File: src/rtl/apb_cmd_master.sv
// rtl/apb_cmd_master.sv - Command-FIFO-fed APB master with wait-state timeout
//
// Buffers read/write commands in a circular FIFO and issues them in order as
// APB transfers (IDLE -> SETUP -> ACCESS), back-to-back when commands are queued.
// One response is produced per accepted command.
//
// Ports:
//   clk, reset_n                       clock, asynchronous active-low reset
//   cmd_valid/cmd_ready                command push handshake
//   cmd_write, cmd_addr, cmd_wdata     command fields (wdata ignored for reads)
//   rsp_valid, rsp_rdata, rsp_error    one-cycle completion pulse with read data / error
//   busy                               FIFO non-empty or transfer in flight (registered)
//   paddr, pwdata, pwrite, psel, penable   APB master outputs
//   prdata, pready, pslverr            APB slave responses
module apb_cmd_master #(
    parameter int ADDR_W         = 3,
    parameter int DATA_W         = 16,
    parameter int FIFO_DEPTH     = 8,
    parameter int TIMEOUT_CYCLES = 255
) (
    input  logic              clk,
    input  logic              reset_n,
    input  logic              cmd_valid,
    output logic              cmd_ready,
    input  logic              cmd_write,
    input  logic [ADDR_W-1:0] cmd_addr,
    input  logic [DATA_W-1:0] cmd_wdata,
    output logic              rsp_valid,
    output logic [DATA_W-1:0] rsp_rdata,
    output logic              rsp_error,
    output logic              busy,
    output logic [ADDR_W-1:0] paddr,
    output logic [DATA_W-1:0] pwdata,
    output logic              pwrite,
    output logic              psel,
    output logic              penable,
    input  logic [DATA_W-1:0] prdata,
    input  logic              pready,
    input  logic              pslverr
);
    localparam int PTR_W    = $clog2(FIFO_DEPTH);
    localparam int ENT_W    = 1 + ADDR_W + DATA_W;
    // The wait counter never needs to exceed TIMEOUT_CYCLES-1: the ACCESS cycle
    // that would reach TIMEOUT_CYCLES is the one that terminates the transfer.
    localparam int CNT_W    = (TIMEOUT_CYCLES > 1) ? $clog2(TIMEOUT_CYCLES) : 1;
    localparam int TMO_LAST = (TIMEOUT_CYCLES > 0) ? TIMEOUT_CYCLES - 1 : 0;
    localparam logic [CNT_W-1:0] TMO_LAST_CNT = TMO_LAST[CNT_W-1:0];
    localparam logic [PTR_W:0]   FULL_CNT     = FIFO_DEPTH[PTR_W:0];

    typedef enum logic [1:0] {S_IDLE, S_SETUP, S_ACCESS} state_e;

    state_e state_q, state_d;

    logic [ENT_W-1:0]  mem_q [FIFO_DEPTH];
    logic [PTR_W-1:0]  wr_ptr_q, rd_ptr_q;
    logic [PTR_W:0]    count_q, count_d;
    logic              cmd_ready_q;

    logic              push, pop, fifo_nonempty, timed_out, xfer_done;
    logic              head_write;
    logic [ADDR_W-1:0] head_addr;
    logic [DATA_W-1:0] head_wdata;

    logic              psel_q, psel_d, penable_q, penable_d, pwrite_q, pwrite_d;
    logic [ADDR_W-1:0] paddr_q, paddr_d;
    logic [DATA_W-1:0] pwdata_q, pwdata_d;
    logic              rsp_valid_q, rsp_valid_d, rsp_error_q, rsp_error_d;
    logic [DATA_W-1:0] rsp_rdata_q, rsp_rdata_d;
    logic [CNT_W-1:0]  wait_cnt_q, wait_cnt_d;
    logic              busy_q;

    assign push          = cmd_valid && cmd_ready_q;
    assign fifo_nonempty = (count_q != '0);
    assign {head_write, head_addr, head_wdata} = mem_q[rd_ptr_q];

    assign timed_out = (TIMEOUT_CYCLES != 0) && !pready && (wait_cnt_q == TMO_LAST_CNT);
    assign xfer_done = (state_q == S_ACCESS) && (pready || timed_out);
    // Only entries already counted before this edge are visible: no fall-through.
    assign pop       = fifo_nonempty && ((state_q == S_IDLE) || xfer_done);

    // FIFO storage; read commands store zero data so pwdata is 0 for reads.
    always_ff @(posedge clk) begin
        if (push) begin
            mem_q[wr_ptr_q] <= {cmd_write, cmd_addr, cmd_write ? cmd_wdata : {DATA_W{1'b0}}};
        end
    end

    always_comb begin
        count_d = count_q;
        if (push && !pop) begin
            count_d = count_q + 1'b1;
        end else if (!push && pop) begin
            count_d = count_q - 1'b1;
        end
    end

    // State and output registers
    always_ff @(posedge clk or negedge reset_n) begin
        if (!reset_n) begin
            state_q     <= S_IDLE;
            wr_ptr_q    <= '0;
            rd_ptr_q    <= '0;
            count_q     <= '0;
            cmd_ready_q <= 1'b1;
            psel_q      <= 1'b0;
            penable_q   <= 1'b0;
            pwrite_q    <= 1'b0;
            paddr_q     <= '0;
            pwdata_q    <= '0;
            rsp_valid_q <= 1'b0;
            rsp_error_q <= 1'b0;
            rsp_rdata_q <= '0;
            wait_cnt_q  <= '0;
            busy_q      <= 1'b0;
        end else begin
            state_q     <= state_d;
            if (push) wr_ptr_q <= wr_ptr_q + 1'b1;
            if (pop)  rd_ptr_q <= rd_ptr_q + 1'b1;
            count_q     <= count_d;
            cmd_ready_q <= (count_d != FULL_CNT);
            psel_q      <= psel_d;
            penable_q   <= penable_d;
            pwrite_q    <= pwrite_d;
            paddr_q     <= paddr_d;
            pwdata_q    <= pwdata_d;
            rsp_valid_q <= rsp_valid_d;
            rsp_error_q <= rsp_error_d;
            rsp_rdata_q <= rsp_rdata_d;
            wait_cnt_q  <= wait_cnt_d;
            // Registered view of the pre-edge occupancy/state.
            busy_q      <= fifo_nonempty || (state_q != S_IDLE);
        end
    end

    // Next-state logic
    always_comb begin
        state_d = state_q;
        case (state_q)
            S_IDLE:   if (fifo_nonempty) state_d = S_SETUP;
            S_SETUP:  state_d = S_ACCESS;
            S_ACCESS: if (xfer_done) state_d = fifo_nonempty ? S_SETUP : S_IDLE;
            default:  state_d = S_IDLE;
        endcase
    end

    // Output next-values
    always_comb begin
        psel_d      = psel_q;
        penable_d   = penable_q;
        pwrite_d    = pwrite_q;
        paddr_d     = paddr_q;
        pwdata_d    = pwdata_q;
        rsp_valid_d = 1'b0;
        rsp_error_d = 1'b0;
        rsp_rdata_d = '0;
        wait_cnt_d  = wait_cnt_q;
        case (state_q)
            S_SETUP: penable_d = 1'b1;
            S_ACCESS: begin
                if (xfer_done) begin
                    rsp_valid_d = 1'b1;
                    rsp_error_d = pready ? pslverr : 1'b1;
                    rsp_rdata_d = (pready && !pwrite_q) ? prdata : '0;
                    psel_d      = 1'b0;
                    penable_d   = 1'b0;
                end else begin
                    wait_cnt_d = wait_cnt_q + 1'b1;
                end
            end
            default: ;
        endcase
        // A pop always launches a SETUP phase, overriding the idle return above.
        if (pop) begin
            psel_d     = 1'b1;
            penable_d  = 1'b0;
            pwrite_d   = head_write;
            paddr_d    = head_addr;
            pwdata_d   = head_wdata;
            wait_cnt_d = '0;
        end
    end

    assign cmd_ready = cmd_ready_q;
    assign rsp_valid = rsp_valid_q;
    assign rsp_rdata = rsp_rdata_q;
    assign rsp_error = rsp_error_q;
    assign busy      = busy_q;
    assign paddr     = paddr_q;
    assign pwdata    = pwdata_q;
    assign pwrite    = pwrite_q;
    assign psel      = psel_q;
    assign penable   = penable_q;

endmodule

File: config.mk
export PLATFORM = sky130hd
export DESIGN_NAME = apb_cmd_master
export DESIGN_NICKNAME = d
export VERILOG_FILES = /design/src/rtl/apb_cmd_master.sv
export SDC_FILE = /design/constraint.sdc
export NUM_CORES = 1
export LEC_CHECK = 0
export CAP_MARGIN = 20
export CORE_MARGIN = 5
export CORE_UTILIZATION = 57
export DETAILED_ROUTE_END_ITERATION = 7
export PLACE_DENSITY = 0.84
export SLEW_MARGIN = 20
export SYNTH_ARGS = -nofsm -noshare
export SYNTH_HDL_FRONTEND = slang
export SYNTH_SLANG_ARGS = --single-unit
File: constraint.sdc
create_clock -name clk -period 4.6 [get_ports clk]
set_clock_uncertainty 0.2 [all_clocks]
set_input_delay 0.92 -clock clk [delete_from_list [all_inputs] [get_ports clk]]
set_output_delay 0.92 -clock clk [all_outputs]
set_load 0.01 [all_outputs]
==> reports/qor.yml, run 1 <==
final_util: 0.705
p_clk_frac: 0.272
critical_path.max_fanout: 13
syn_to_final_growth_pct: 20.5
p_int_mw: 4.41
postCtsHoldBufs: 0
die_width_um: 133
antenna_found_initial: 0
status: "complete, no violations"
routed_wl_um: 16900
start_util: 0.585
cts_root_buffer: "clkbuf_16"
slew_viol_final: 0
p_seq_frac: 0.447
finalSetupTns_ns: 0
setup_viol: 0
yosysSeqAreaShare: 0.743
synth_area_sq_mm: 0.00856
async_flop_share: 0.279
rsz0062_at_grt: "no"
slowest_stage: "nor2_1"
startpoint: "cmd_valid"
dieArea_sq_mm: 0.0176
io_buffers: 82
multi_input_area_sq_mm: 0.00210
post_cts_buffers: 0
vias_per_cell: 5.84
required_ns: 4.59
p_sw_frac: 0.299
worstSetupStartpointType: "input port"
tightest_slew_ns: 0.932
synth_nets: 520
synth_area_per_cell_sq_um: 18.1
dr.pass1.iters: 5
vias: 4507
h-tree-depth: 1
placed_cell_area_sq_mm: 0.00963
rows: 44
grt_max_degree: 46
critPathArrivalTime_ns: 3.09
regArea_sq_mm: 0.00636
leakagePower_nw: 3.75
grt_overflow_total: 0
fin_crit_sh: 0.674
cts_tree: "done"
synth_edf_count: 160
grt_usage: 0.201
hold_viol_final: 0
crit_path_end_kind: "flip-flop"
timing.fmax_mhz: 323
ant_nets: 0
final_area_sq_mm: 0.0103
max-vdd-ir-drop_uv: 293
ios: 83
cts_resized: 0
power.total_mw: 6.29
relSlewSlack: 0.377
cts_buffer_depth: 3
timing.rr.start: "count_q[0]$_DFF_PN0_"
ys_ff_latch: 222
grt_pass1_vias: 4856
clk_pin_slew_ns: 0.06
dp_cells: 730
synth_cell_type_count: 42
p_comb_frac: 0.281
ys.warnings.count: 0
n_antenna_cell: 0
cts_buffers: 23
core_area_sq_mm: 0.0146
hp-class: "in -> async"
net-switching-power_mw: 1.88
clock-sinks: 222
place.gp.congestion: 0.761
stdcell_count: 772
drive_gt1_frac: 0.167
syn_inst: 473
wl_per_cell_um: 21.9
fillers: 906
nets: 618
powerDensity_mw_per_mm2: 609
critical_path.cell_chain: "clkdlybuf4s50_1 -> nand2_1 -> inv_1 -> nand2_1 -> nor2_1 -> buf_4"
cap_violations: 0
synth_ff_type: "edfxtp_1"
drc: 0
grt_pass1_wl_um: 27500
die_y_um: 133
path_class: "in -> reg"
cp_common_cell: "nand2_1"
clk_latency_ns: 0.50
hpwl_um: 9660
fin_crit_ns: 3.10
dr.first_iter.drc_count: 423
cp_slowest_stage_delay_ns: 0.61
## cell usage after synthesis, drive strengths merged, types with 2 or more instances
master,instances,area share
clkbuf,9,0.0039
a32oi,2,0.0020
edfxtp,160,0.56
nand2b,2,0.0015
nand2,35,0.016
and2,32,0.023
o21ai,26,0.017
nand4,4,0.0047
nor3,5,0.0029
buf,12,0.0072
or3,2,0.0015
mux4,40,0.11
ha,6,0.0088
xor2,3,0.0031
mux2i,20,0.023
inv,10,0.0047
dfrtp,61,0.18
a21oi,7,0.0045
xnor2,9,0.0092
nor3b,2,0.0023
nor2,13,0.0057
## state kept, by name, indices dropped and copies added, names as in the netlist, 2 cells and up
name and flops:
mem_q 160, rd_ptr_q 3, wait_cnt_q 8, paddr 3
wr_ptr_q 3, state_q 2, rsp_rdata 16, count_q 4
pwdata 16
## layout by cell type (no fill, tap or decap), types with 4 or more instances in the layout
master / count
edfxtp_1: 160
clkdlybuf4s50_1: 81
dfrtp_1: 60
mux4_2: 40
nand2_1: 34
and2_1: 32
o21ai_0: 25
clkbuf_16: 23
mux2i_1: 20
nor2_1: 13
buf_4: 12
clkbuf_1: 10
inv_1: 9
xnor2_1: 9
a21oi_1: 6
ha_1: 6
nor3_2: 4
clkinv_2: 4
## metal layers
| layer | GRT usage | vias to the layer above | share of wire |
|---|---|---|---|
| met5 | 0 | - | 0 |
| met2 | 0.326 | 218 | 0.49 |
| met4 | 0.0479 | 0 | 0.014 |
| met3 | 0.0452 | 22 | 0.081 |
| met1 | 0.284 | 2267 | 0.42 |
| li1 | - | 2000 | - |
## power groups by stage
| stage | clock (mW) | combinational, mW | sequential (mW) |
|---|---|---|---|
| after floorplan | 0 | 1.19 | 2.78 |
| after global placement | 0 | 1.68 | 2.82 |
| after detailed placement | 0 | 1.77 | 2.84 |
| after CTS | 1.74 | 1.79 | 2.82 |
| after global routing | 1.84 | 1.93 | 2.86 |
| final | 1.71 | 1.76 | 2.81 |
## per-stage QoR
| step | hold slack (ns) | setup slack (ns) |
|---|---|---|
| after floorplan | 0.279 | 0.766 |
| after global placement | 0.263 | 1.15 |
| after detailed placement | 0.273 | 1.08 |
| after CTS | 0.275 | 1.52 |
| after global routing | 0.309 | 1.36 |
| final | 0.278 | 1.50 |
## path summary, 6_finish.rpt
check | cells after the start | slack [ns] | end
max in group asynchronous | 2 | 3.02 | rsp_rdata[10]$_DFF_PN0_
worst min-delay path | 1 | 0.28 | count_q[1]$_DFF_PN0_
worst min register to register | 2 | 0.28 | pwdata[8]$_DFFE_PN0N_
worst max-delay path | 6 | 1.50 | mem_q[7][15]$_DFFE_PP_
worst max register to register | 9 | 1.66 | cmd_ready$_DFF_PN1_
min in group clk | 2 | 0.28 | pwdata[8]$_DFFE_PN0N_
## cell families after synthesis
family / Yosys count / share of synthesized area
multiplexers: 61 / 0.130
XOR/XNOR: 12 / 0.0123
AO/OA/AOI/OAI: 40 / 0.0278
flip-flops: 222 / 0.743
adder cells (fa/ha/maj): 6 / 0.00877
AND/OR/NAND/NOR: 101 / 0.0630
buffers and inverters: 31 / 0.0158
## critical path, delay by kind of cell
kind | cells | cell delay (ns)
buffers and inverters | 3 | 1.05
and+or+nand+nor | 3 | 1.09
## layout make-up
cell class / instances / share of cell area
sequential: 222 / 0.616
multi-input combinational: 220 / 0.204
timing repair buffer: 94 / 0.0878
clock buffer: 33 / 0.0594
tap: 184 / 0.0223
clock inverter: 9 / 0.00679
inverter: 10 / 0.00388
No activity file was read; power rests on OpenSTA's default activity.
==> run 2: changes to the inputs <==
==> constraint.sdc (replaced) <==
create_clock -name clk -period 3.1 [get_ports clk]
set_clock_uncertainty 0.2 [all_clocks]
set_input_delay 0.62 -clock clk [delete_from_list [all_inputs] [get_ports clk]]
set_output_delay 0.62 -clock clk [all_outputs]
set_load 0.01 [all_outputs]
==> reports/qor.yml, run 2 (synthesis results as in run 1) <==
grt_max_degree: 42  # -8.7%
drc: 0  # unchanged
worstSetupStartpointType: "flip-flop"
critical_path.cell_chain: "inv_1 -> ha_1 -> nor3b_2 -> nor2_1 -> nand2_4 -> inv_4 -> a32oi_1 -> xnor2_1 -> or4b_1"
grt_pass1_wl_um: 27600  # +0.50%
final_util: 0.717  # +0.0128
final_cell_mix: "edfxtp_1, clkdlybuf4s50_1, dfrtp_1, mux4_2, nand2_1"
n_antenna_cell: 0  # unchanged
nets: 625  # +1.1%
relSlewSlack: 0.533  # +0.156
ant_nets: 0  # unchanged
p_seq_frac: 0.425  # -0.022
fin_crit_sh: 0.851
critical_path.max_fanout: 19  # +6
p_sw_frac: 0.292  # -0.00644
cts_root_buffer: "clkbuf_16"
vias: 4554  # +1.0%
cts_tree: "done"
die_y_um: 133  # unchanged
cap_violations: 0  # unchanged
power.total_mw: 9.75  # +55%
syn_to_final_growth_pct: 22.7
path_class: "reg -> reg"
clk_latency_ns: 0.50  # about the same
hp-class: "reg -> reg"
critPathArrivalTime_ns: 2.85  # -0.24 ns
dr.first_iter.drc_count: 366  # -13%
net-switching-power_mw: 2.85  # +52%
dieArea_sq_mm: 0.0176  # unchanged
tightest_slew_ns: 0.698  # -0.233 ns
setup_viol: 0  # unchanged
place.gp.congestion: 0.770  # +1.2%
powerDensity_mw_per_mm2: 928  # +52%
dp_cells: 737  # +0.96%
status: "complete, no violations"
top_register: "mem_q"
fin_crit_ns: 2.64
final_common_cell: "edfxtp_1"
p_clk_frac: 0.290  # +0.018
rsz0062_at_grt: "no"
timing.fmax_mhz: 379
vias_per_cell: 5.86  # +0.39%
h-tree-depth: 1  # unchanged
core_area_sq_mm: 0.0146  # unchanged
start_util: 0.585  # unchanged
clock-sinks: 222  # unchanged
clk_pin_slew_ns: 0.06  # about the same
max-vdd-ir-drop_uv: 517  # +77%
cts_buffers: 22  # -4.3%
required_ns: 3.31  # -1.28 ns
cp_slowest_stage_delay_ns: 0.46  # -0.15 ns
ios: 83  # unchanged
holdWs_ns: 0.288  # +0.0101 ns
p_int_mw: 6.90  # +57%
grt_overflow_total: 0  # unchanged
slowest_stage: "dfrtp_1"
regArea_sq_mm: 0.00636  # unchanged
crit_path_end_kind: "flip-flop"
cts_buffer_depth: 3  # unchanged
leakagePower_nw: 3.84  # +2.5%
io_buffers: 82  # unchanged
drive_gt1_frac: 0.180  # +0.0138
stdcell_count: 777  # +0.65%
multi_input_area_sq_mm: 0.00210  # +0.18%
routed_wl_um: 17300  # +2.2%
dr.pass1.iters: 5  # unchanged
finalSetupTns_ns: 0  # unchanged
slew_viol_final: 0  # unchanged
grt_pass1_vias: 4942  # +1.8%
fillers: 855  # -5.6%
die_width_um: 133  # unchanged
rows: 44  # unchanged
wl_per_cell_um: 22.2  # +1.5%
p_comb_frac: 0.285  # +0.004
largest_register_ffs: 160  # unchanged
antenna_found_initial: 0  # unchanged
grt_usage: 0.203  # +0.00139
hpwl_um: 9970  # +3.2%
hold_viol_final: 0  # unchanged
-- run 2: final cells by class --
cell class	instances	area share
Multi-Input combinational cell	220	0.200
Tap cell	184	0.0219
Timing Repair Buffer	102	0.0946
Sequential cell	222	0.605
Clock inverter	9	0.0141
Clock buffer	30	0.0601
Inverter	10	0.00381
-- run 2: per-layer routing --
metal | wire [um] | track usage | up-vias
met5 | 0 | 0 | -
met4 | 367 | 0.0664 | 0
met3 | 1150 | 0.0410 | 35
met2 | 8840 | 0.343 | 192
met1 | 6890 | 0.268 | 2317
li1 | - | - | 2010
-- run 2: path summary, 6_finish.rpt --
check                                       from                        end  slack, ns  cells after the start
setup / recovery            count_q[1]$_DFF_PN0_        cmd_ready$_DFF_PN1_       0.46                      9
setup reg to reg            count_q[1]$_DFF_PN0_        cmd_ready$_DFF_PN1_       0.46                      9
max in group asynchronous                reset_n        cmd_ready$_DFF_PN1_       1.52                      3
hold reg to reg            pwdata[0]$_DFFE_PN0N_      pwdata[0]$_DFFE_PN0N_       0.29                      2
min in group asynchronous                reset_n  wait_cnt_q[3]$_DFFE_PN0P_       0.49                      2
hold / removal             pwdata[0]$_DFFE_PN0N_      pwdata[0]$_DFFE_PN0N_       0.29                      2
-- run 2: power groups by stage --
stage	clock network (mW)	registers, mW	logic [mW]
floorplan	0	4.13	1.77
global placement	0	4.14	2.66
detailed placement	0	4.18	2.76
CTS	2.87	4.14	2.83
global route	3.00	4.19	3.01
finish	2.83	4.14	2.78
-- run 2: critical path, delay by kind of cell (launching register included) --
| family | cells | cell delay (ns) |
|---|---|---|
| and+or+nand+nor | 4 | 1.10 |
| DFF | 1 | 0.46 |
| buffers and inverters | 2 | 0.26 |
| xor gates and xnor gates | 1 | 0.21 |
| adders and majority gates | 1 | 0.20 |
| AOI/OAI and AO/OA | 1 | 0.13 |
-- run 2: metrics by stage --
stage	area, sq um	setup slack [ns]
after global placement	9720	0.251
after floorplan	8570	0.0781
after CTS	10500	0.440
after global routing	10500	0.279
final	10500	0.462
after detailed placement	9720	0.176
-- run 2: timing repair --
action | CTS | global route
hold endpoints to repair | 24 | 0
hold buffers | 1 | 0
setup endpoints to repair | 0 | 0
buffers inserted | 0 | 0
resized for setup | 0 | 0
==> run 3: changes to the inputs <==
--- a/config.mk
+++ b/config.mk
@@ -7,9 +7,9 @@
 export LEC_CHECK = 0
 export CAP_MARGIN = 20
 export CORE_MARGIN = 5
-export CORE_UTILIZATION = 57
+export CORE_UTILIZATION = 50
 export DETAILED_ROUTE_END_ITERATION = 7
-export PLACE_DENSITY = 0.84
+export PLACE_DENSITY = 0.75
 export SLEW_MARGIN = 20
 export SYNTH_ARGS = -nofsm -noshare
 export SYNTH_HDL_FRONTEND = slang
==> reports/qor.yml, run 3 (synthesis results as in run 1) <==
status: "complete, no violations"
required_ns: 3.30  # about the same
critical_path.max_fanout: 13  # -6
worstSetupPathDepth: 9  # unchanged
p_int_mw: 6.75  # -2.2%
clock-sinks: 222  # unchanged
syn_to_final_growth_pct: 23.4
max-vdd-ir-drop_uv: 537  # +3.8%
cts_buffer_depth: 3  # unchanged
powerDensity_mw_per_mm2: 902  # -2.7%
final_cell_mix: "edfxtp_1, clkdlybuf4s50_1, dfrtp_1, mux4_2, nand2_1"
slew_viol_final: 0  # unchanged
cap_violations: 0  # unchanged
clk_latency_ns: 0.49  # about the same
nets: 628  # +0.48%
p_sw_frac: 0.292  # about the same
cts_root_buffer: "clkbuf_16"
start_util: 0.513  # -0.0720
relSlewSlack: 0.369  # -0.164
power.total_mw: 9.53  # -2.2%
hp-class: "reg -> reg"
holdWs_ns: 0.277  # -0.0113 ns
critPathArrivalTime_ns: 2.67  # -0.18 ns
cp_slowest_stage_delay_ns: 0.46  # about the same
grt_max_degree: 42  # unchanged
h-tree-depth: 1  # unchanged
cp-endpoint: "cmd_ready$_DFF_PN1_"
vias: 4405  # -3.3%
clk_pin_slew_ns: 0.06  # about the same
setup_viol: 0  # unchanged
fin_crit_ns: 2.47  # -0.168 ns
p_comb_frac: 0.285  # about the same
stdcell_count: 817  # +5.1%
dp_cells: 776  # +5.3%
fillers: 1168  # +37%
cts_buffers: 22  # unchanged
antenna_found_initial: 0  # unchanged
place.gp.congestion: 0.738  # -4.2%
ios: 83  # unchanged
drive_gt1_frac: 0.194  # +0.0139
routed_wl_um: 16000  # -7.2%
drc: 0  # unchanged
leakagePower_nw: 3.85  # about the same
io_buffers: 82  # unchanged
dr.pass1.iters: 4  # -1
hpwl_um: 10100  # +1.1%
slowest_stage: "or4b_1"
final_common_cell: "edfxtp_1"
largest_register_ffs: 160  # unchanged
hold_viol_final: 0  # unchanged
crit_path_end_kind: "flip-flop"
finalSetupTns_ns: 0  # unchanged
r2r-end: "cmd_ready$_DFF_PN1_"
cp_num_buf_inv: 2  # unchanged
ant_nets: 0  # unchanged
timing.rr.start: "count_q[0]$_DFF_PN0_"
n_antenna_cell: 0  # unchanged
fin_crit_sh: 0.797  # -0.0542
preCtsSetupSlack_ns: 0.308  # +0.132 ns
rsz0062_at_grt: "no"
die_y_um: 141  # +6.3%
die_width_um: 141  # +6.3%
cts_tree: "done"
timing.fmax_mhz: 405  # +6.8%
tightest_slew_ns: 0.947  # +0.248 ns
regArea_sq_mm: 0.00636  # unchanged
dieArea_sq_mm: 0.0198  # +13%
grt_pass1_vias: 4708  # -4.7%
net-switching-power_mw: 2.78  # -2.3%
path_delay_family: "simple AND/OR/NAND/NOR gates"
startpoint: "count_q[0]$_DFF_PN0_"
grt_usage: 0.167  # -0.0355
worstSetupStartpointType: "flip-flop"
grt_overflow_total: 0  # unchanged
wl_per_cell_um: 19.6  # -12%
p_clk_frac: 0.280  # -0.010
reg2reg_slack_ns: 0.63  # +0.17 ns
worst_slack_ns: 0.630  # +0.168 ns
dr.first_iter.drc_count: 245  # -33%
p_seq_frac: 0.435  # +0.010
core_area_sq_mm: 0.0167  # +14%
top_register: "mem_q"
vias_per_cell: 5.39  # -8.0%
grt_pass1_wl_um: 25900  # -6.1%
rows: 47  # +6.8%
critical_path.cell_chain: "inv_1 -> ha_1 -> nor3b_2 -> nor2_1 -> nand2_4 -> inv_4 -> a32oi_1 -> xnor2_1 -> or4b_1"
reg2reg_depth: 9  # unchanged
path_class: "reg -> reg"
multi_input_area_sq_mm: 0.00211  # +0.36%
==> run 3: final cells by class <==
cell class / count / area share
clock buffer: 23 / 0.0545
inverter: 10 / 0.00379
multi-input combinational: 220 / 0.200
timing repair buffer: 105 / 0.0986
sequential: 222 / 0.602
tap: 220 / 0.0261
clock inverter: 17 / 0.0152
==> run 3: timing repair <==
item | in CTS | in global routing
hold buffers | 1 | 0
resized for setup | 0 | 0
setup buffers | 0 | 0
endpoints found under the hold margin | 7 | 0
==> run 3: worst min-delay path: cells and delay by family, from the launching register on <==
kind / cells / cell delay, ns
simple gates: 1 / 0.04
compound gates: 1 / 0.06
flops: 1 / 0.34
==> run 3: routing by layer <==
metal / global-route usage / routed length (um) / up-vias
met5: 0 / 0 / -
met4: 0.0454 / 384 / 0
li1: - / - / 2017
met3: 0.0264 / 830 / 22
met1: 0.227 / 6820 / 2246
met2: 0.286 / 7980 / 120
==> run 3: worst min path at each step <==
stage	startpoint	endpoint	slack (ns)	depth (start not counted)
2_1_floorplan	reset_n	busy$_DFF_PN0_	0.12	0
3_3_place_gp	pwdata[1]$_DFFE_PN0N_	pwdata[1]$_DFFE_PN0N_	0.26	2
3_5_place_dp	psel$_DFFE_PN0P_	psel$_DFFE_PN0P_	0.27	2
4_1_cts	psel$_DFFE_PN0P_	psel$_DFFE_PN0P_	0.28	2
5_1_grt	pwdata[13]$_DFFE_PN0N_	pwdata[13]$_DFFE_PN0N_	0.30	2
6_report	paddr[1]$_DFFE_PN0N_	paddr[1]$_DFFE_PN0N_	0.28	2
==> run 3: power groups by stage <==
stage / logic, mW / registers (mW) / clock network, mW
2_1_floorplan: 1.77 / 4.13 / 0
3_3_place_gp: 2.67 / 4.17 / 0
3_5_place_dp: 2.76 / 4.21 / 0
4_1_cts: 2.79 / 4.16 / 2.72
5_1_grt: 3.00 / 4.22 / 2.83
6_report: 2.71 / 4.15 / 2.67
==> run 3: per-stage QoR <==
stage,utilization,cell area [sq um]
finish,0.632,10600
floorplan,-,8570
detailed placement,0.588,9820
global route,0.632,10600
global placement,0.588,9820
CTS,0.632,10600
